<file path="src/rtl/alu_arbiter_pkg.sv">
// Shared ALU definitions: opcode constants, legal-op check, arbiter FSM states.
package alu_arbiter_pkg;

  localparam logic [3:0] ALU_AND = 4'b0000;
  localparam logic [3:0] ALU_OR  = 4'b0001;
  localparam logic [3:0] ALU_ADD = 4'b0010;
  localparam logic [3:0] ALU_SUB = 4'b0110;
  localparam logic [3:0] ALU_SLT = 4'b0111;
  localparam logic [3:0] ALU_NOR = 4'b1100;

  typedef enum logic [1:0] {
    ST_IDLE = 2'd0,
    ST_EXEC = 2'd1,
    ST_RESP = 2'd2
  } state_t;

  // True when the opcode is one the ALU actually implements.
  function automatic logic op_legal(input logic [3:0] op);
    logic ok;
    ok = 1'b0;
    case (op)
      ALU_AND, ALU_OR, ALU_ADD, ALU_SUB, ALU_SLT, ALU_NOR: ok = 1'b1;
      default: ok = 1'b0;
    endcase
    return ok;
  endfunction

endpackage

</file>
<file path="src/rtl/alu_arbiter_rr.sv">
// Two-way round-robin grant: sole requester wins, on contention the one that
// did not win last time wins.
module rr_arbiter2 (
  input  logic [1:0] valid,
  input  logic       last,
  output logic [1:0] gnt
);

  // One-hot grant, pure combinational.
  always_comb begin
    gnt    = '0;
    gnt[0] = valid[0] & (~valid[1] | last);
    gnt[1] = valid[1] & (~valid[0] | ~last);
  end

endmodule

</file>
<file path="src/rtl/alu_arbiter.sv">
// Shares one combinational ALU between two valid/ready requesters.
// One operation in flight: IDLE (accept) -> EXEC (ALU evaluates) -> RESP.
module alu_arbiter
  import alu_arbiter_pkg::*;
#(
  parameter int NBITS = 32,
  parameter int BOP   = 4
) (
  input  logic             i_Clk,
  input  logic             i_Reset_n,
  input  logic             i_ReqValid0,
  output logic             o_ReqReady0,
  input  logic [NBITS-1:0] i_ReqA0,
  input  logic [NBITS-1:0] i_ReqB0,
  input  logic [BOP-1:0]   i_ReqOp0,
  output logic             o_RespValid0,
  input  logic             i_RespReady0,
  output logic [NBITS-1:0] o_RespResult0,
  output logic             o_RespCero0,
  output logic             o_RespErr0,
  input  logic             i_ReqValid1,
  output logic             o_ReqReady1,
  input  logic [NBITS-1:0] i_ReqA1,
  input  logic [NBITS-1:0] i_ReqB1,
  input  logic [BOP-1:0]   i_ReqOp1,
  output logic             o_RespValid1,
  input  logic             i_RespReady1,
  output logic [NBITS-1:0] o_RespResult1,
  output logic             o_RespCero1,
  output logic             o_RespErr1,
  output logic [NBITS-1:0] o_AluA,
  output logic [NBITS-1:0] o_AluB,
  output logic [BOP-1:0]   o_AluOp,
  input  logic [NBITS-1:0] i_AluResult,
  input  logic             i_AluCero
);

  typedef struct packed {
    logic [NBITS-1:0] a;
    logic [NBITS-1:0] b;
    logic [BOP-1:0]   op;
  } req_t;

  state_t                  state, state_nxt;
  logic                    last;
  logic                    lat_id;
  req_t                    lat, req_sel;
  logic [1:0]              req_vld, resp_rdy, gnt, acc;
  logic [1:0][NBITS-1:0]   resp_res;
  logic [1:0]              resp_cero, resp_err;

  assign req_vld  = {i_ReqValid1, i_ReqValid0};
  assign resp_rdy = {i_RespReady1, i_RespReady0};

  rr_arbiter2 u_rr (
    .valid (req_vld),
    .last  (last),
    .gnt   (gnt)
  );

  // Winner's payload; only consumed on an accepted handshake.
  always_comb begin
    req_sel    = '0;
    req_sel.a  = gnt[1] ? i_ReqA1  : i_ReqA0;
    req_sel.b  = gnt[1] ? i_ReqB1  : i_ReqB0;
    req_sel.op = gnt[1] ? i_ReqOp1 : i_ReqOp0;
  end

  // Next state; request readies only exist in IDLE.
  always_comb begin
    state_nxt = state;
    acc       = '0;
    case (state)
      ST_IDLE: begin
        acc = gnt;
        if (|gnt) state_nxt = ST_EXEC;
      end
      ST_EXEC: state_nxt = ST_RESP;
      ST_RESP: if (resp_rdy[lat_id]) state_nxt = ST_IDLE;
      default: state_nxt = ST_IDLE;
    endcase
  end

  // State register.
  always_ff @(posedge i_Clk or negedge i_Reset_n) begin
    if (!i_Reset_n) state <= ST_IDLE;
    else            state <= state_nxt;
  end

  // Latch the accepted request; these registers drive the ALU directly so
  // request-port activity never reaches it between accepts.
  always_ff @(posedge i_Clk or negedge i_Reset_n) begin
    if (!i_Reset_n) begin
      lat    <= '0;
      lat_id <= 1'b0;
      last   <= 1'b1;
    end else if (|acc) begin
      lat    <= req_sel;
      lat_id <= gnt[1];
      last   <= gnt[1];
    end
  end

  // Capture ALU outputs into the winner's response slot; the other slot holds.
  always_ff @(posedge i_Clk or negedge i_Reset_n) begin
    if (!i_Reset_n) begin
      resp_res  <= '0;
      resp_cero <= '0;
      resp_err  <= '0;
    end else if (state == ST_EXEC) begin
      resp_res[lat_id]  <= i_AluResult;
      resp_cero[lat_id] <= i_AluCero;
      resp_err[lat_id]  <= ~op_legal(4'(lat.op));
    end
  end

  assign o_ReqReady0   = acc[0];
  assign o_ReqReady1   = acc[1];
  assign o_RespValid0  = (state == ST_RESP) && !lat_id;
  assign o_RespValid1  = (state == ST_RESP) &&  lat_id;
  assign o_RespResult0 = resp_res[0];
  assign o_RespResult1 = resp_res[1];
  assign o_RespCero0   = resp_cero[0];
  assign o_RespCero1   = resp_cero[1];
  assign o_RespErr0    = resp_err[0];
  assign o_RespErr1    = resp_err[1];
  assign o_AluA        = lat.a;
  assign o_AluB        = lat.b;
  assign o_AluOp       = lat.op;

endmodule

</file>
<file path="config.mk">
export PLATFORM = sky130hd
export DESIGN_NAME = alu_arbiter
export DESIGN_NICKNAME = d
export VERILOG_FILES = /design/src/rtl/alu_arbiter_pkg.sv /design/src/rtl/alu_arbiter_rr.sv /design/src/rtl/alu_arbiter.sv
export SDC_FILE = /design/constraint.sdc
export NUM_CORES = 1
export LEC_CHECK = 0
export CAP_MARGIN = 20
export CORE_UTILIZATION = 43
export CTS_CLUSTER_DIAMETER = 80
export DETAILED_ROUTE_END_ITERATION = 16
export GPL_TIMING_DRIVEN = 0
export PLACE_DENSITY_LB_ADDON = 0.25
export SYNTH_ARGS = -nofsm -noshare
export SYNTH_HDL_FRONTEND = slang
export SYNTH_SLANG_ARGS = --single-unit
export TNS_END_PERCENT = 20
</file>
<file path="constraint.sdc">
create_clock -name i_Clk -period 3.1 [get_ports i_Clk]
set_input_delay 0.93 -clock i_Clk [delete_from_list [all_inputs] [get_ports i_Clk]]
set_output_delay 0.93 -clock i_Clk [all_outputs]
set_load 0.01 [all_outputs]
</file>
Yosys cells after proc, flatten, opt, wreduce, memory -nomap -nowiden
Cells that the tools add are included.
{"block": "word_totals", "regBits": 140, "latchBits": 0, "ram_bits": 0, "romBits": 0, "inputBits": 175, "out_inout_bits": 140, "wordCells": 57, "mem_count": 0}
{"block": "classes", "addsub": 0, "n_mul": 0, "div": 0, "n_lt_le_gt_ge": 2, "n_eq_ne": 9, "n_shift": 0, "muxes": 18, "bitwise": 8, "n_reduce_logical": 10}
{"op": "two-way mux 32 bit", "n": 3}
{"op": "bitwise mux 64 bit", "n": 1}
{"op": "demux 32 bit (select 1 bit)", "n": 1}
{"op": "== test 4 x 3 -> 1 bit, second input constant", "n": 2}
{"op": "two-way mux 2 bit", "n": 3}
{"op": "one-hot mux 2 bit (3 select lines)", "n": 1}
{"op": "OR reduction 6 bit", "n": 1}
{"op": "two-way mux 1 bit", "n": 5}
{"op": "bitwise mux 2 bit", "n": 2}
{"op": "== test 4 x 1 -> 1 bit, second input constant", "n": 1}
{"op": "== test 4 x 2 -> 1 bit, second input constant", "n": 1}
{"op": "== test 4 bit, second input constant", "n": 1}
{"op": "logical NOT 4 bit", "n": 1}
{"op": "two-way mux 4 bit", "n": 1}
{"op": "!= test 2 bit, second input constant", "n": 2}
{"op": "inverter 1 bit", "n": 4}
{"op": "OR reduction 2 bit", "n": 2}
{"op": "logical AND 1 bit", "n": 3}
{"op": "AND 1 bit", "n": 2}
{"op": "== test 2 x 1 -> 1 bit, second input constant", "n": 1}
{"op": "== test 2 bit, second input constant", "n": 1}
{"op": "logical NOT 2 bit", "n": 1}
{"op": "< comparator 1 x 2 -> 1 bit, second input constant", "n": 1}
{"op": "bitwise OR 1 bit", "n": 2}
{"op": "other kinds (4)", "n": 4}

Depth between registers and ports, before layout
Gate-level depths: netlist (run 1).
{"block": "depth", "ltp_word": 6, "ltp_mapped": 6, "ltp_nobuf": 3}

Modules after synthesis
From an unflattened synthesis (run 1), not the netlist that was laid out.
{"block": "hier_totals", "cells_unflattened": 392, "hier_area_um2": 6138.4}
{"mod": "alu_arbiter", "n_inst": 1, "cells_per_inst": 389, "area_per_inst_um2": 6119.6, "seq_area_each_um2": 3504.6}
{"mod": "rr_arbiter2", "n_inst": 1, "cells_per_inst": 3, "area_per_inst_um2": 18.8, "seq_area_each_um2": 0.0}

Worst setup path before layout (run 1)
No wires, ideal clock.
{"block": "synth_path", "path_kind": "input port to output port", "startpoint": "input i_ReqValid1", "endpoint": "output o_ReqReady1", "arrival_ps": 1662, "t_required_ps": 2170, "setup_slack_ps": 508, "stages": 4, "n_path_buf": 2, "path_cell_list": "a21boi_2 buf_6 buf_6 and2_1"}
{"block": "synth_between", "elab_chain_cells": 2}
{"element": "start, declared", "line": "alu_arbiter.sv:21", "source": "input logic i_ReqValid1,"}
{"element": "AND 1 bit", "line": "alu_arbiter_rr.sv:13", "source": "gnt[1] = valid[1] & (~valid[0] | ~last);"}
{"element": "two-way mux 2 bit", "line": "alu_arbiter.sv:73", "source": "case (state)"}
{"element": "end, declared", "line": "alu_arbiter.sv:22", "source": "output logic o_ReqReady1,"}
No other way between the ends.

Worst setup path after layout (run 1)
{"block": "layout_path", "startpoint": "input i_ReqValid0", "endpoint": "output o_ReqReady1"}
{"block": "layout_between", "elab_chain_cells": 4}
{"element": "start, declared", "line": "alu_arbiter.sv:11", "source": "input logic i_ReqValid0,"}
{"element": "inverter 1 bit", "line": "alu_arbiter_rr.sv:13"}
{"element": "bitwise OR 1 bit", "line": "alu_arbiter_rr.sv:13"}
{"element": "AND 1 bit", "line": "alu_arbiter_rr.sv:13"}
{"element": "two-way mux 2 bit", "line": "alu_arbiter.sv:73"}
No other way between the ends.

==> results of run 1 <==
## layer usage
| metal | part of all wire (%) | GRT usage [%] | vias up |
|---|---|---|---|
| met5 | 0 | 0 | - |
| met2 | 53 | 41.1 | 179 |
| met1 | 38 | 25.1 | 2211 |
| met3 | 6.8 | 6.51 | 30 |
| met4 | 2.5 | 9.65 | 0 |
| li1 | - | - | 2073 |
## cells in the final DEF (no fill, tap or decap), drive strengths merged, types with 4 or more instances in the layout
cell           instances
buf                   25
clkbuf                19
clkdlybuf4s50        309
clkinvlp               4
dfrtp                139
inv                    8
mux2                 203
nor2                   4
## worst paths after layout
check                                        start                           end  slack [ps]  cells past startpoint
max                                    i_ReqValid0                   o_ReqReady1         360                      5
min                        resp_err[1]$_DFFE_PN0P_       resp_err[1]$_DFFE_PN0P_         480                      2
max reg2reg                       last$_DFFE_PN1P_        o_AluOp[3]$_DFFE_PN0P_        1300                      5
min reg2reg                resp_err[1]$_DFFE_PN0P_       resp_err[1]$_DFFE_PN0P_         480                      2
max in group asynchronous                i_Reset_n  o_RespResult1[1]$_DFFE_PN0P_        1820                      2
min in group asynchronous                i_Reset_n         o_AluA[0]$_DFFE_PN0P_         490                      1
## power groups by stage
| stage | Combinational, uW | Sequential [uW] | Clock (uW) |
|---|---|---|---|
| floorplan | 1850 | 3710 | 0 |
| global placement | 4780 | 3270 | 0 |
| detailed placement | 4890 | 3320 | 0 |
| CTS | 4920 | 3320 | 2090 |
| global route | 5150 | 3430 | 2180 |
| finish | 4860 | 3310 | 2050 |
## logic make-up (layout without fill, tap and decap cells)
kind of cell / after synthesis / in the layout / share of synthesized area, %
AND/OR/NAND/NOR: 12 / 12 / 1.20
multiplexers: 204 / 204 / 38.4
buffers and inverters: 25 / 373 / 2.32
XOR/XNOR: 1 / 1 / 0.142
flip-flops: 140 / 140 / 57.0
AO/OA/AOI/OAI: 9 / 9 / 0.976
## worst reg2reg max path, stage by stage, from the launching register on
cell and delay, ps:
dfstp_2 390, a21boi_4 170, buf_4 190, buf_2 280, mux2_2 400, mux2_2 260
## repair_timing
item	in CTS	in global routing
buffers inserted	2	0
resized for setup	7	2
endpoints found under the setup margin	2	1
hold buffers	0	0
## metrics by stage
stage	TNS, ps	setup slack (ps)	util (%)
4_1_cts	0	10.8	73.1
5_1_grt	0	318	73.1
3_5_place_dp	-929	-843	68.5
6_report	0	362	73.1
2_1_floorplan	0	508	-
3_3_place_gp	-589300	-4230	68.3
## final cells by class
class / count / share of cell area (%)
plain buffers: 21 / 1.27
clock buffers: 19 / 4.45
clock inverters: 13 / 1.54
inverters: 3 / 0.111
multi-input cells: 226 / 24.7
flip-flops and latches: 140 / 34.4
well taps: 180 / 2.21
repair buffers: 317 / 31.3
## sequential cells by signal, indices dropped and copies added (netlist names)
register,cells
o_AluA,32
o_AluB,32
o_RespResult0,32
o_RespResult1,32
o_AluOp,4
resp_cero,2
resp_err,2
state,2
last,1
lat_id,1
==> flow_metrics.py, run 1 <==
metrics = {
    "final_layout": {
        "final_area_um2": 10200,
        "stdcell_count": 919,
        "diodes": 0,
        "area_delta_synth_final_pct": 65.5,
        "fill_cells": 939,
        "multi_input_area_um2": 2510,
        "nets": 901,
        "drive_gt1_share_pct": 35.7,
        "regArea_um2": 3500,
    },
    "yosys": {
        "async_reset_ff_share_pct": 100,
        "synth_top_cell_by_area": "dfrtp_1",
        "ys.warnings.count": 0,
        "synth_edf_count": 0,
        "netlist_area_um2": 6150,
        "synth-seq-area-share_pct": 57.0,
        "yosys-top-cells-count": "mux2_2, dfrtp_1, buf_2, mux2_4",
        "yosysMostFrequentCell": "mux2_2",
        "yosys.cell_types.count": 26,
        "synth-main-ff-cell": "dfrtp_1",
        "synth-seq-cells": 140,
        "synth_top_area_share_pct": 56.5,
        "syn_nets": 566,
        "synth_top_cells_by_area": "dfrtp_1, mux2_2, mux2_4, buf_2, buf_6",
        "syn_avg_cell_area_um2": 15.7,
        "synthCells": 391,
    },
    "grt": {
        "grt_pass1_wl_um": 25200,
        "antenna_found_initial": 0,
        "grt_max_degree": 84,
        "grt.total_usage_pct": 22.9,
        "grt_pass1_vias": 4793,
        "grt_overflow_total": 0,
    },
    "placement": {
        "io_buffer_count": 314,
        "dpl_cell_area_um2": 9550,
        "placed_cells": 886,
        "globalplace.congestion": 0.764,
        "dp_hpwl_um": 12600,
    },
    "cts": {
        "tritoncts": "yes",
        "cts_buffer_depth": 2,
        "worstSkewPairLatency_ps": 410,
        "clock_sinks": 140,
        "clkSlewWorstSetupHoldPaths_ps": 60,
        "numCtsBuffers": 17,
        "root_buffer": "clkbuf_16",
        "htreeDepth": 4,
    },
    "floorplanning": {
        "std_cell_rows": 43,
        "ios": 315,
        "die_y_um": 122,
        "initial_core_util_pct": 44.2,
        "die_w_um": 122,
        "die-area_um2": 14800,
        "core-area_um2": 13900,
    },
    "outcome": {
        "status": "complete, no violations",
    },
    "critical_path": {
        "cp_data_arrival_time_ps": 1810,
        "startpoint_type": "primary input",
        "max_stage_delay_ps": 230,
        "crit_fanout": 4,
        "crit_chain": "dlymetal6s2s_1 -> a21boi_4 -> buf_12 -> and2_1 -> clkdlybuf4s15_2",
        "crit_path_end_kind": "output pin",
        "cp_slowest_cell": "clkdlybuf4s15_2",
        "path_class": "primary input to output pin",
        "worst-path-buf-inv": 3,
        "crit_family": "buffers and inverters",
        "crit_required_ps": 2170,
    },
    "route": {
        "drt_iter0_drc": 168,
        "wire_per_inst_um": 17.9,
        "vias_per_cell": 4.89,
        "drc": 0,
        "drt-pass1-iter-count": 4,
        "vias": 4493,
        "routed_wl_um": 16400,
        "ant_nets": 0,
    },
    "sta": {
        "rsz0062_at_grt": "false",
        "timing.fmax_mhz": 365,
        "fin_crit_ps": 2740,
        "report.final.slew_viol_count": 0,
        "hold_slack_ps": 481,
        "hold_viol_final": 0,
        "timing.final.crit_share_pct": 88.3,
        "slew_headroom_pct": 62.9,
        "worst_slew_pin_slew_ps": 557,
        "setup_violations": 0,
        "skew_ps": 7.20,
    },
    "power": {
        "p_leak_uw": 0.00423,
        "power_frac_comb_pct": 47.6,
        "clock_power_share_pct": 20.0,
        "p_sw_share_pct": 30.5,
        "p_int_uw": 7090,
        "finalPower_uw": 10200,
        "p_seq_share_pct": 32.4,
        "power.density_nw_per_um2": 1000,
        "irDropWorstVdd_v": 0.000477,
        "p_switching_uw": 3120,
    },
    "hold_path": {
        "hp-class": "register to register",
    },
    "job": {
        "max-cap-violations": 0,
    },
}
Power figures use the tool's default switching activity.
==> run 2: changes to the inputs <==
--- a/config.mk
+++ b/config.mk
@@ -6,7 +6,7 @@
 export NUM_CORES = 1
 export LEC_CHECK = 0
 export CAP_MARGIN = 20
-export CORE_UTILIZATION = 43
+export CORE_UTILIZATION = 40
 export CTS_CLUSTER_DIAMETER = 80
 export DETAILED_ROUTE_END_ITERATION = 16
 export GPL_TIMING_DRIVEN = 0
==> constraint.sdc (replaced) <==
create_clock -name i_Clk -period 2.7 [get_ports i_Clk]
set_input_delay 0.81 -clock i_Clk [delete_from_list [all_inputs] [get_ports i_Clk]]
set_output_delay 0.81 -clock i_Clk [all_outputs]
set_load 0.01 [all_outputs]
==> run 2 against run 1 <==
  * Global-route usage fell by 0.94 points
  * Critical path depth did not move
  * Combinational power rose by 14%
  * Final area fell by 0.63%
  * First-iteration DRC count fell by 33%
  * Die area rose by 7.4%
==> flow_metrics.py, run 2 (synthesis results as in run 1) <==
metrics = {
    "power": {
        "power_frac_comb_pct": 48.4,
        "irDropWorstVdd_v": 0.000580,
        "p_sw_share_pct": 31.1,
        "p_seq_share_pct": 32.9,
        "p_switching_uw": 3580,
        "p_int_uw": 7930,
        "p_leak_uw": 0.00419,
        "clock_power_share_pct": 18.7,
        "power.density_nw_per_um2": 1140,
        "finalPower_uw": 11500,
    },
    "critical_path": {
        "rr_worst_depth": 6,
        "r2r-start": "state[1]$_DFFE_PN0P_",
        "crit_path_end_kind": "output pin",
        "reg2reg_setup_slack_ps": 890,
        "crit_fanout": 4,
        "r2r_end": "o_AluB[12]$_DFFE_PN0P_",
        "startpoint_type": "primary input",
        "crit_required_ps": 1890,
        "path_class": "primary input to output pin",
        "cp_data_arrival_time_ps": 1800,
    },
    "floorplanning": {
        "initial_core_util_pct": 41.7,
        "die_w_um": 126,
        "ios": 315,
        "die-area_um2": 15900,
        "die_y_um": 126,
        "core-area_um2": 14800,
        "std_cell_rows": 44,
    },
    "grt": {
        "grt.total_usage_pct": 21.9,
        "antenna_found_initial": 0,
        "grt_max_degree": 99,
        "grt_pass1_wl_um": 26600,
        "grt_pass1_vias": 5035,
        "grt_overflow_total": 0,
    },
    "final_layout": {
        "most-common-layout-cells": "clkdlybuf4s50_1, mux2_2, dfrtp_1",
        "fill_cells": 1072,
        "drive_gt1_share_pct": 35.6,
        "area_delta_synth_final_pct": 64.5,
        "stdcell_count": 922,
        "nets": 901,
        "final_common_cell": "clkdlybuf4s50_1",
        "diodes": 0,
    },
    "sta": {
        "report.final.slew_viol_count": 0,
        "skew_ps": 7.26,
        "hold_viol_final": 0,
        "fin_crit_ps": 2610,
        "timing.fmax_mhz": 383,
        "setup_violations": 0,
        "setup_tns_ps": 0,
        "slew_headroom_pct": 67.1,
        "worst_slew_pin_slew_ps": 494,
        "timing.final.crit_share_pct": 96.7,
        "rsz0062_at_grt": "false",
    },
    "route": {
        "ant_nets": 0,
        "routed_wl_um": 16600,
        "drt_iter0_drc": 112,
        "wire_per_inst_um": 18.0,
        "drt-pass1-iter-count": 4,
        "vias": 4520,
        "drc": 0,
        "vias_per_cell": 4.90,
    },
    "placement": {
        "io_buffer_count": 314,
        "placed_cells": 890,
        "globalplace.congestion": 0.773,
        "dp_hpwl_um": 12800,
    },
    "hold_path": {
        "hp-class": "primary input to asynchronous set/reset pin",
    },
    "cts": {
        "worstSkewPairLatency_ps": 420,
        "htreeDepth": 4,
        "root_buffer": "clkbuf_16",
        "clkSlewWorstSetupHoldPaths_ps": 60,
        "clock_sinks": 140,
        "tritoncts": "yes",
        "hold_buffers": 0,
        "cts_buffer_depth": 2,
        "numCtsBuffers": 17,
    },
    "outcome": {
        "status": "complete, no violations",
    },
    "job": {
        "max-cap-violations": 0,
    },
}
-- run 2: cell types whose count changed in the layout (fill, tap and decap cells not counted), sizes merged, moves of 2 or more --
cell | before | now
bufinv | 2 | 0
dlymetal6s2s | 2 | 0
inv | 8 | 10
dlygate4sd2 | 1 | 3
-- run 2: through the flow --
step	utilization (%)	hold WS [ps]	worst slack, ps	instance area (um^2)
final	68.6	306	90.2	10100
after global routing	68.6	315	34.8	10100
after CTS	68.6	306	91.3	10100
after detailed placement	64.8	483	-1050	9560
after global placement	64.6	466	-4550	9530
after floorplan	-	514	348	6150
-- run 2: final cells by class --
| class | count | area (um^2) | share of cell area [%] |
|---|---|---|---|
| buffer | 21 | 129 | 1.27 |
| clock buffer | 18 | 439 | 4.34 |
| clock inverter | 13 | 109 | 1.08 |
| inverter | 3 | 11.3 | 0.111 |
| multi-input combinational | 226 | 2510 | 24.8 |
| sequential | 140 | 3500 | 34.6 |
| tap | 184 | 230 | 2.27 |
| timing repair buffer | 317 | 3180 | 31.5 |
-- run 2: critical path, stage by stage --
cell	delay (ps)
dlygate4sd2_1	290
a21boi_4	210
buf_12	120
and2_1	130
clkdlybuf4s15_2	240
-- run 2: worst max-delay path by stage --
stage                           start                     end  cells after the start
after global routing      i_ReqValid0             o_ReqReady1                      5
final                     i_ReqValid0             o_ReqReady1                      5
after global placement      i_Reset_n  o_AluA[16]$_DFFE_PN0P_                      1
after floorplan           i_ReqValid1             o_ReqReady1                      4
after detailed placement  i_ReqValid1             o_ReqReady1                      6
after CTS                 i_ReqValid0             o_ReqReady1                      5
-- run 2: layer usage --
| layer | wire, um | GRT usage, % | up-vias |
|---|---|---|---|
| li1 | - | - | 2071 |
| met5 | 0 | 0 | - |
| met4 | 450 | 9.07 | 0 |
| met1 | 6300 | 24.1 | 2235 |
| met3 | 1060 | 7.05 | 31 |
| met2 | 8780 | 39.0 | 183 |
-- run 2: repair_timing --
action                     in CTS  in global routing
resized for setup               9                  0
setup endpoints to repair       2                  0
setup buffers                   2                  0
-- run 2: power by group through the flow --
stage / sequential [uW] / clock, uW / combinational (uW)
finish: 3780 / 2160 / 5560
global route: 3950 / 2300 / 5880
CTS: 3790 / 2200 / 5630
detailed placement: 3810 / 0 / 5620
global placement: 3750 / 0 / 5490
floorplan: 4260 / 0 / 2130
